--- src/rtl/in_service_control.sv ---
// In-service control stage of the 8259A PIC.
// Takes the resolver's one-hot winner and raises INT to the CPU. It then runs
// the two-pulse 8086-mode INTA sequence: it sets the ISR bit, pulses the IRR
// clear and drives the vector byte. ISR bits are retired by EOI or by AEOI.
module in_service_control (
  input  logic       clk,
  input  logic       reset_n,
  input  logic [7:0] interrupt,
  input  logic [7:0] interrupt_req_reg,
  input  logic       inta_n,
  input  logic [7:0] end_of_interrupt,
  input  logic       auto_eoi_config,
  input  logic [4:0] vector_base,
  output logic       int_out,
  output logic [7:0] in_service_register,
  output logic [7:0] clear_interrupt_request,
  output logic [7:0] data_out,
  output logic       data_out_en
);

  typedef enum logic [1:0] {
    IDLE,
    ACK1,
    WAIT2,
    ACK2
  } state_t;

  state_t     state;
  logic       inta_n_q;
  logic [2:0] ack_level;
  logic       spurious;

  logic [7:0] masked_req;
  logic       valid_req;
  logic       inta_fall;
  logic       inta_rise;
  logic [2:0] req_level;
  logic [7:0] set_mask;
  logic [7:0] aeoi_clear;

  // Qualify the resolver winner against IRR and detect INTA edges
  always_comb begin
    masked_req = interrupt & interrupt_req_reg;
    valid_req  = |masked_req;
    inta_fall  = ~inta_n & inta_n_q;
    inta_rise  = inta_n & ~inta_n_q;
  end

  // Binary-encode the qualified one-hot request; with nothing pending this
  // yields level 7, which is what a spurious acknowledge reports
  always_comb begin
    req_level = 3'd7;
    for (int unsigned i = 0; i < 8; i++) begin
      if (masked_req[i]) begin
        req_level = i[2:0];
      end
    end
  end

  // ISR set and auto-EOI clear masks for the current edge
  always_comb begin
    set_mask   = '0;
    aeoi_clear = '0;
    if (state == IDLE && inta_fall && valid_req) begin
      set_mask = 8'h01 << req_level;
    end
    if (state == ACK2 && inta_rise && auto_eoi_config && !spurious) begin
      aeoi_clear = 8'h01 << ack_level;
    end
  end

  // Acknowledge sequencer with registered outputs and ISR bookkeeping
  always_ff @(posedge clk) begin
    if (!reset_n) begin
      state                   <= IDLE;
      inta_n_q                <= 1'b1;
      ack_level               <= '0;
      spurious                <= 1'b0;
      int_out                 <= 1'b0;
      in_service_register     <= '0;
      clear_interrupt_request <= '0;
      data_out                <= '0;
      data_out_en             <= 1'b0;
    end else begin
      inta_n_q                <= inta_n;
      clear_interrupt_request <= '0;
      // Set is applied after the clears so it wins on a colliding bit
      in_service_register     <= (in_service_register & ~end_of_interrupt & ~aeoi_clear)
                                 | set_mask;
      case (state)
        IDLE: begin
          int_out <= valid_req;
          if (inta_fall) begin
            ack_level <= req_level;
            spurious  <= ~valid_req;
            int_out   <= 1'b0;
            if (valid_req) begin
              clear_interrupt_request <= 8'h01 << req_level;
            end
            state <= ACK1;
          end
        end
        ACK1: begin
          int_out <= 1'b0;
          if (inta_rise) begin
            state <= WAIT2;
          end
        end
        WAIT2: begin
          int_out <= 1'b0;
          if (inta_fall) begin
            data_out    <= {vector_base, ack_level};
            data_out_en <= 1'b1;
            state       <= ACK2;
          end
        end
        ACK2: begin
          int_out <= 1'b0;
          if (inta_rise) begin
            data_out_en <= 1'b0;
            state       <= IDLE;
          end
        end
        default: begin
          state <= IDLE;
        end
      endcase
    end
  end

endmodule

--- config.mk ---
export PLATFORM = sky130hd
export DESIGN_NAME = in_service_control
export DESIGN_NICKNAME = d
export VERILOG_FILES = /design/src/rtl/in_service_control.sv
export SDC_FILE = /design/constraint.sdc
export NUM_CORES = 1
export LEC_CHECK = 0
export CAP_MARGIN = 40
export CORE_MARGIN = 3
export CORE_UTILIZATION = 42
export DETAILED_ROUTE_END_ITERATION = 10
export HOLD_SLACK_MARGIN = 0.12
export PLACE_DENSITY = 0.84
export SYNTH_ARGS = -nofsm -noshare
export SYNTH_HDL_FRONTEND = slang
export SYNTH_SLANG_ARGS = --single-unit
--- constraint.sdc ---
create_clock -name clk -period 1.75 [get_ports clk]
set_input_delay 0.35 -clock clk [delete_from_list [all_inputs] [get_ports clk]]
set_output_delay 0.35 -clock clk [all_outputs]
set_load 0.01 [all_outputs]
==> summary.md, run 1 <==
| Metric | Value |
|---|---|
| XOR/XNOR Fraction of Synth Area | `0` |
| Synthesis-to-finish area growth | `53.1%` |
| Final Hold Viols | `0` |
| Die Wd | `64.6 um` |
| CTS Buf Count | `5` |
| Diode count | `0` |
| Shortest period the worst path allows | `1.60 ns` |
| H-tree lvl count | `2` |
| Outcome | `completed` |
| Fillers | `276` |
| Register area | `661 um2` |
| Worst Hold Class | `reg -> reg` |
| Vias | `1450` |
| Seq cells post-synth | `33` |
| Arr. time, crit path | `1.25 ns` |
| Cell Chain, Critical Path | `clkdlybuf4s50_1` |
| First-pass GRT wire length | `6.31 mm` |
| Die area | `4180 um2` |
| Buffers on Ports | `58` |
| Max Buffers Root-to-Sink | `2` |
| Hold Buf Count CTS | `0` |
| Tcrit/Tclk final | `0.914` |
| Max-Cap Viols | `0` |
| CP endpoint kind | `output pin` |
| RD Place Congestion | `0.849` |
| Clk root buf | `clkbuf_4` |
| Cells after Synth | `166` |
| Clk sinks | `33` |
| Via count of the first global-routing pass | `1423` |
| Post-DRT Antenna Nets | `0` |
| Adder-cell share of the synthesized area | `0.0433` |
| Max-slew violations | `0` |
| Asr flop ratio synth | `0` |
| Largest family of logic cells by synthesized area | `simple AND/OR/NAND/NOR gates` |
| Grt ovf | `0` |
| Crit path largest cell delay | `0.55 ns` |
| Starting density of the core | `0.458` |
| Worst-skew pair later-pin latency | `0.33 ns` |
| Initial antenna violation count | `0` |
| Main synth FF type | `dfxtp_1` |
| CTS tree | `done` |
| Post-Syn Area | `1440 um2` |
| Worst vdd ir | `699 uV` |
| Multi-input gate area | `747 um2` |
| Synth cell types | `37` |
| Core outline area | `3150 um2` |
| Syn_nets | `204` |
| RSZ-0062 raised after global routing | `false` |
| DRC viols | `0` |
| Num ports | `59` |
| Die Ht | `64.6 um` |
| Slew @ Worst Pin | `0.409 ns` |
| Fmax | `0.625 GHz` |
| Synth Area in Compound Gates | `0.182` |
| Total negative slack | `0 ns` |
| Placed insts | `273` |
| Number of synthesized flops with an enable pin | `0` |
| DP Wirelength | `2.92 mm` |
| Simple-gate share of the synthesized area | `0.289` |
| Share of cells above drive strength 1 | `0.101` |
| Iter 0 DRT Violations | `67` |
| # nets final | `274` |
| CP startpoint kind | `register` |
| Worst-path maximum fanout | `3` |
| Global Route Usage Sum | `0.194` |
| Worst-path clk slew | `0.10 ns` |
| Site Rows | `20` |
| Bufs and invs on worst path | `1` |
| Seq/Total Area, Yosys | `0.458` |
| LEAKAGE | `0.806 nW` |
| Drt pass-1 iters | `4` |
| CP top delay family | `buffers and inverters` |
| Critical Path Slowest Stage Cell | `clkdlybuf4s50_1` |
| Wire length per cell | `13.2 um` |
| Mean post-synth cell area | `8.70 um2` |
| Layout Cells excl Fill | `281` |
| Yosys Warn Count | `0` |
| Critical setup path kind | `reg -> out` |
| Final Setup Violations | `0` |
| CP required | `1.40 ns` |
| Post-Route WL | `3.72 mm` |
| Largest net degree at the start of global routing | `17` |
| Pwr dens | `938 nW/um2` |
| Post-synthesis mux area share | `0` |
| Relative slew margins | `0.725` |
| Via-per-instance ratio | `5.16` |
| Setup Skew | `0.0119 ns` |
==> logic make-up (layout without fill, tap and decap cells) <==
logic type,after synthesis,count (layout)
fa+ha+maj,5,5
flops,33,33
buf+inv,8,79
compound gates,39,39
simple gates,81,81
==> power breakdown <==
| group | internal [mW] | switching (mW) |
|---|---|---|
| clock network | 0.341 | 0.252 |
| logic | 0.297 | 0.298 |
| registers | 0.823 | 0.0622 |
| total | 1.46 | 0.611 |
==> tightest hold or removal path, stage by stage, from the launching register on <==
cell and delay (ns):
dfxtp_1 0.32, nand2_1 0.05, a21oi_1 0.05
==> layer usage <==
metal / wire (um) / track usage / share of wire / up-vias
met5: 0 / 0 / 0 / -
met4: 24 / 0.0818 / 0.0065 / 0
met3: 218 / 0.0572 / 0.059 / 4
met2: 1750 / 0.299 / 0.47 / 51
met1: 1730 / 0.252 / 0.46 / 658
li1: - / - / - / 737
==> registers in the layout, summed over array words and instances, names as in the netlist <==
name / flops
in_service_register: 8
state: 2
data_out_en: 1
ack_level: 3
int_out: 1
spurious: 1
clear_interrupt_request: 8
data_out: 8
inta_n_q: 1
==> area by class of cell <==
type | count | area share
inverter | 4 | 0.00679
multi-input combinational | 125 | 0.338
clock inverter | 1 | 0.0136
sequential | 33 | 0.299
tap | 44 | 0.0249
clock buffer | 7 | 0.0249
timing repair buffer | 67 | 0.293
==> placed cells by master, fill, tap and decap left out, drive strengths merged, types with 2 or more instances in the layout <==
cell type / n
a21oi: 9
a22o: 5
a31oi: 4
and2: 2
buf: 9
clkbuf: 7
clkdlybuf4s50: 58
dfxtp: 33
ha: 5
inv: 3
nand2: 28
nand2b: 4
nand3: 9
nand3b: 4
nor2: 18
nor3: 5
nor3b: 2
nor4: 2
o21ai: 9
o32ai: 5
or2: 2
==> synthesized netlist by cell type, drive strengths merged, types with 2 or more instances <==
master | number | area [um2]
dfxtp | 33 | 661
nand2 | 28 | 105
nor2 | 18 | 67.6
a21oi | 9 | 45.0
nand3 | 9 | 45.0
o21ai | 9 | 48.8
a22o | 5 | 43.8
ha | 5 | 62.6
nor3 | 5 | 25.0
o32ai | 5 | 43.8
a31oi | 4 | 25.0
nand2b | 4 | 25.0
nand3b | 4 | 30.0
inv | 3 | 11.3
and2 | 2 | 12.5
buf | 2 | 18.8
clkbuf | 2 | 7.51
nor3b | 2 | 20.0
nor4 | 2 | 12.5
or2 | 2 | 15.0
==> final timing paths <==
path / cells after the start / slack (ns) / start / end
min reg2reg: 2 / 0.46 / data_out[3] / data_out[3]
max reg2reg: 6 / 0.16 / state[1] / state[1]
max: 1 / 0.15 / data_out_en / data_out_en
min: 2 / 0.46 / data_out[3] / data_out[3]
==> per-stage QoR <==
| stage | hold WS, ns | cell area [um2] | util | power (mW) | setup slack, ns |
|---|---|---|---|---|---|
| after floorplan | 0.432 | 1440 | - | 1.24 | 0.332 |
| after global placement | 0.442 | 2120 | 0.673 | 1.48 | -0.0374 |
| after detailed placement | 0.446 | 2120 | 0.673 | 1.49 | -0.0702 |
| after CTS | 0.461 | 2210 | 0.700 | 2.09 | 0.0888 |
| after global routing | 0.482 | 2210 | 0.701 | 2.20 | 0.0189 |
| final | 0.459 | 2210 | 0.701 | 2.07 | 0.151 |
==> repair_timing <==
item,4_1_cts,5_1_grt
resized for setup,0,1
buffers inserted,0,0
endpoints found under the setup margin,0,3
No activity file was read; power rests on OpenSTA's default activity.
==> inputs of run 2 (changes only) <==
Settings changed: CAP_MARGIN 40 to 15.
==> results of run 2 <==
No change in the layout: final DEF, timing and power equal those of run 1.
==> inputs of run 3 (changes only) <==
Settings changed: CORE_UTILIZATION 42 to 45, PLACE_DENSITY 0.84 to 0.89.
Clock period 1.75 ns to 1.9 ns, I/O delays scaled along.
==> summary.md, run 3 (synthesized netlist as in run 1, its figures left out) <==
| Metric | Value |
|---|---|
| Outcome | `completed` |
| Final Setup Violations | `0 (unchanged)` |
| Bufs and invs on worst path | `1 (unchanged)` |
| CP startpoint | `state[0]` |
| Reg2reg path depth | `6 (unchanged)` |
| Shortest period the worst path allows | `1.70 ns` |
| CP top delay family | `simple AND/OR/NAND/NOR gates` |
| Via-per-instance ratio | `5.35 (+3.7%)` |
| Fmax | `0.589 GHz` |
| RSZ-0062 raised after global routing | `false` |
| CP required | `2.14 ns (+0.74 ns)` |
| CTS tree | `done` |
| Die area | `3920 um2 (-6.0%)` |
| Worst r2r dst | `in_service_register[0]` |
| CTS Buf Count | `5 (unchanged)` |
| Worst Hold Class | `reg -> reg` |
| Crit path capture | `in_service_register[0]` |
| Worst-path clk slew | `0.10 ns (about the same)` |
| Diode count | `0 (unchanged)` |
| Clk root buf | `clkbuf_4` |
| Pre-CTS setup slack | `-0.0230 ns (+0.0472 ns)` |
| Commonest non-fill, non-tap cell in the layout | `clkdlybuf4s50_1` |
| Final Hold Viols | `0 (unchanged)` |
| Tcrit/Tclk final | `0.894` |
| Buffers on Ports | `58 (unchanged)` |
| Max-slew violations | `0 (unchanged)` |
| LEAKAGE | `0.773 nW (-4.1%)` |
| Critical Path Slowest Stage Cell | `dfxtp_1` |
| Setup bufs post-CTS | `0 (unchanged)` |
| Max Buffers Root-to-Sink | `2 (unchanged)` |
| Max-Cap Viols | `0 (unchanged)` |
| Post-Route WL | `3.71 mm (-0.13%)` |
| Die Wd | `62.6 um (-3.1%)` |
| CP endpoint kind | `register` |
| Setup WS post-layout | `0.201 ns (+0.0501 ns)` |
| Total negative slack | `0 ns (unchanged)` |
| Resized cells post-CTS | `0 (unchanged)` |
| Worst-skew pair later-pin latency | `0.34 ns (about the same)` |
| Worst reg-to-reg setup slack | `0.20 ns (+0.04 ns)` |
| Starting density of the core | `0.498 (+0.0399)` |
| Slew @ Worst Pin | `0.376 ns (-0.0326 ns)` |
| Relative slew margins | `0.747 (+0.0219)` |
| RD Place Congestion | `0.825 (-2.8%)` |
| H-tree lvl count | `2 (unchanged)` |
| Critical setup path kind | `reg -> reg` |
| Reg-to-Reg Start | `state[0]` |
| Global Route Usage Sum | `0.202 (+0.00820)` |
| Iter 0 DRT Violations | `64 (-4.5%)` |
| CP startpoint kind | `register` |
| DP Wirelength | `2.95 mm (+0.76%)` |
| Hold Path Origin | `data_out[4]` |
| Vias | `1471 (+1.4%)` |
| Total number of cells along the worst setup path | `6 (+5)` |
| Clk sinks | `33 (unchanged)` |
| Drt pass-1 iters | `4 (unchanged)` |
| Largest registers | `clear_interrupt_request: 8 flops, data_out: 8 flops, in_service_register: 8 flops` |
| Hold Buf Count CTS | `0 (unchanged)` |
| Hold Slack | `0.463 ns (+0.00382 ns)` |
| Worst vdd ir | `710 uV (+1.7%)` |
| Total chip power | `1.72 mW (-17%)` |
| Most frequent cells in the layout | `clkdlybuf4s50_1 (58), dfxtp_1 (33), nand2_1 (28)` |
| Wire length per cell | `13.5 um (+2.0%)` |
| Initial antenna violation count | `0 (unchanged)` |
| Die Ht | `62.6 um (-3.1%)` |
| Core outline area | `2900 um2 (-8.0%)` |
| Via count of the first global-routing pass | `1443 (+1.4%)` |
| Post-DRT Antenna Nets | `0 (unchanged)` |
| First-pass GRT wire length | `6.37 mm (+0.87%)` |
| Num ports | `59 (unchanged)` |
| Synthesis-to-finish area growth | `48.2%` |
| Setup Skew | `0.00708 ns (-0.00479 ns)` |
| Arr. time, crit path | `1.94 ns (+0.69 ns)` |
| Grt ovf | `0 (unchanged)` |
| # nets final | `270 (-1.5%)` |
| Site Rows | `19 (-5.0%)` |
| Pwr dens | `806 nW/um2 (-14%)` |
| DRC viols | `0 (unchanged)` |
| Worst-path maximum fanout | `5 (+2)` |
| Largest net degree at the start of global routing | `14 (-3)` |
| Crit path largest cell delay | `0.34 ns (-0.21 ns)` |
| Share of cells above drive strength 1 | `0.0815 (-0.0197)` |
| Cell Chain, Critical Path | `inv_1 > ha_1 > nand4b_4 > nor3_1 > nand4_1 > o32ai_1` |
## run 3: cell count changes in the layout (fill, tap and decap cells not counted)
| cell | before | now |
|---|---|---|
| nor3_1 | 4 | 5 |
| bufinv_16 | 1 | 0 |
| nor3_2 | 1 | 0 |
| clkbuf_8 | 1 | 0 |
| buf_4 | 9 | 5 |
| clkinv_2 | 0 | 2 |
## run 3: worst min path at each step
stage / endpoint / cells past startpoint
final: data_out[4] / 2
after global routing: in_service_register[5] / 2
after CTS: data_out[7] / 2
after detailed placement: data_out[7] / 2
after global placement: data_out[3] / 2
after floorplan: spurious / 2
## run 3: where the power goes
part	total [mW]	internal, mW	switching (mW)
clock	0.374	0.141	0.233
combinational	0.538	0.264	0.274
sequential	0.813	0.758	0.0547
total	1.72	1.16	0.562
## run 3: cell type report
cell class              instances  area [um2]
clock buffers                   6        41.3
clock inverters                 2        10.0
fillers                       225         761
inverters                       4        15.0
multi-input cells             125         742
flip-flops and latches         33         661
well taps                      42        52.6
repair buffers                 63         618
## run 3: worst register-to-register path, stage by stage, from the launching register on
cell	delay (ns)
dfxtp_1	0.34
inv_1	0.12
ha_1	0.28
nand4b_4	0.16
nor3_1	0.26
nand4_1	0.25
o32ai_1	0.18
## run 3: stage by stage
step           cells  cell area [um2]   util
2_1_floorplan    166             1440      -
3_5_place_dp     267             2090  0.720
4_1_cts          275             2140  0.738
5_1_grt          275             2140  0.738
3_3_place_gp     267             2090  0.720
6_report         275             2140  0.738
## run 3: routing by layer
layer	vias up	global-route usage	wire length, um
met3	6	0.0629	223
li1	729	-	-
met2	51	0.344	1810
met5	-	0	0
met4	0	0.0551	52
met1	685	0.246	1630
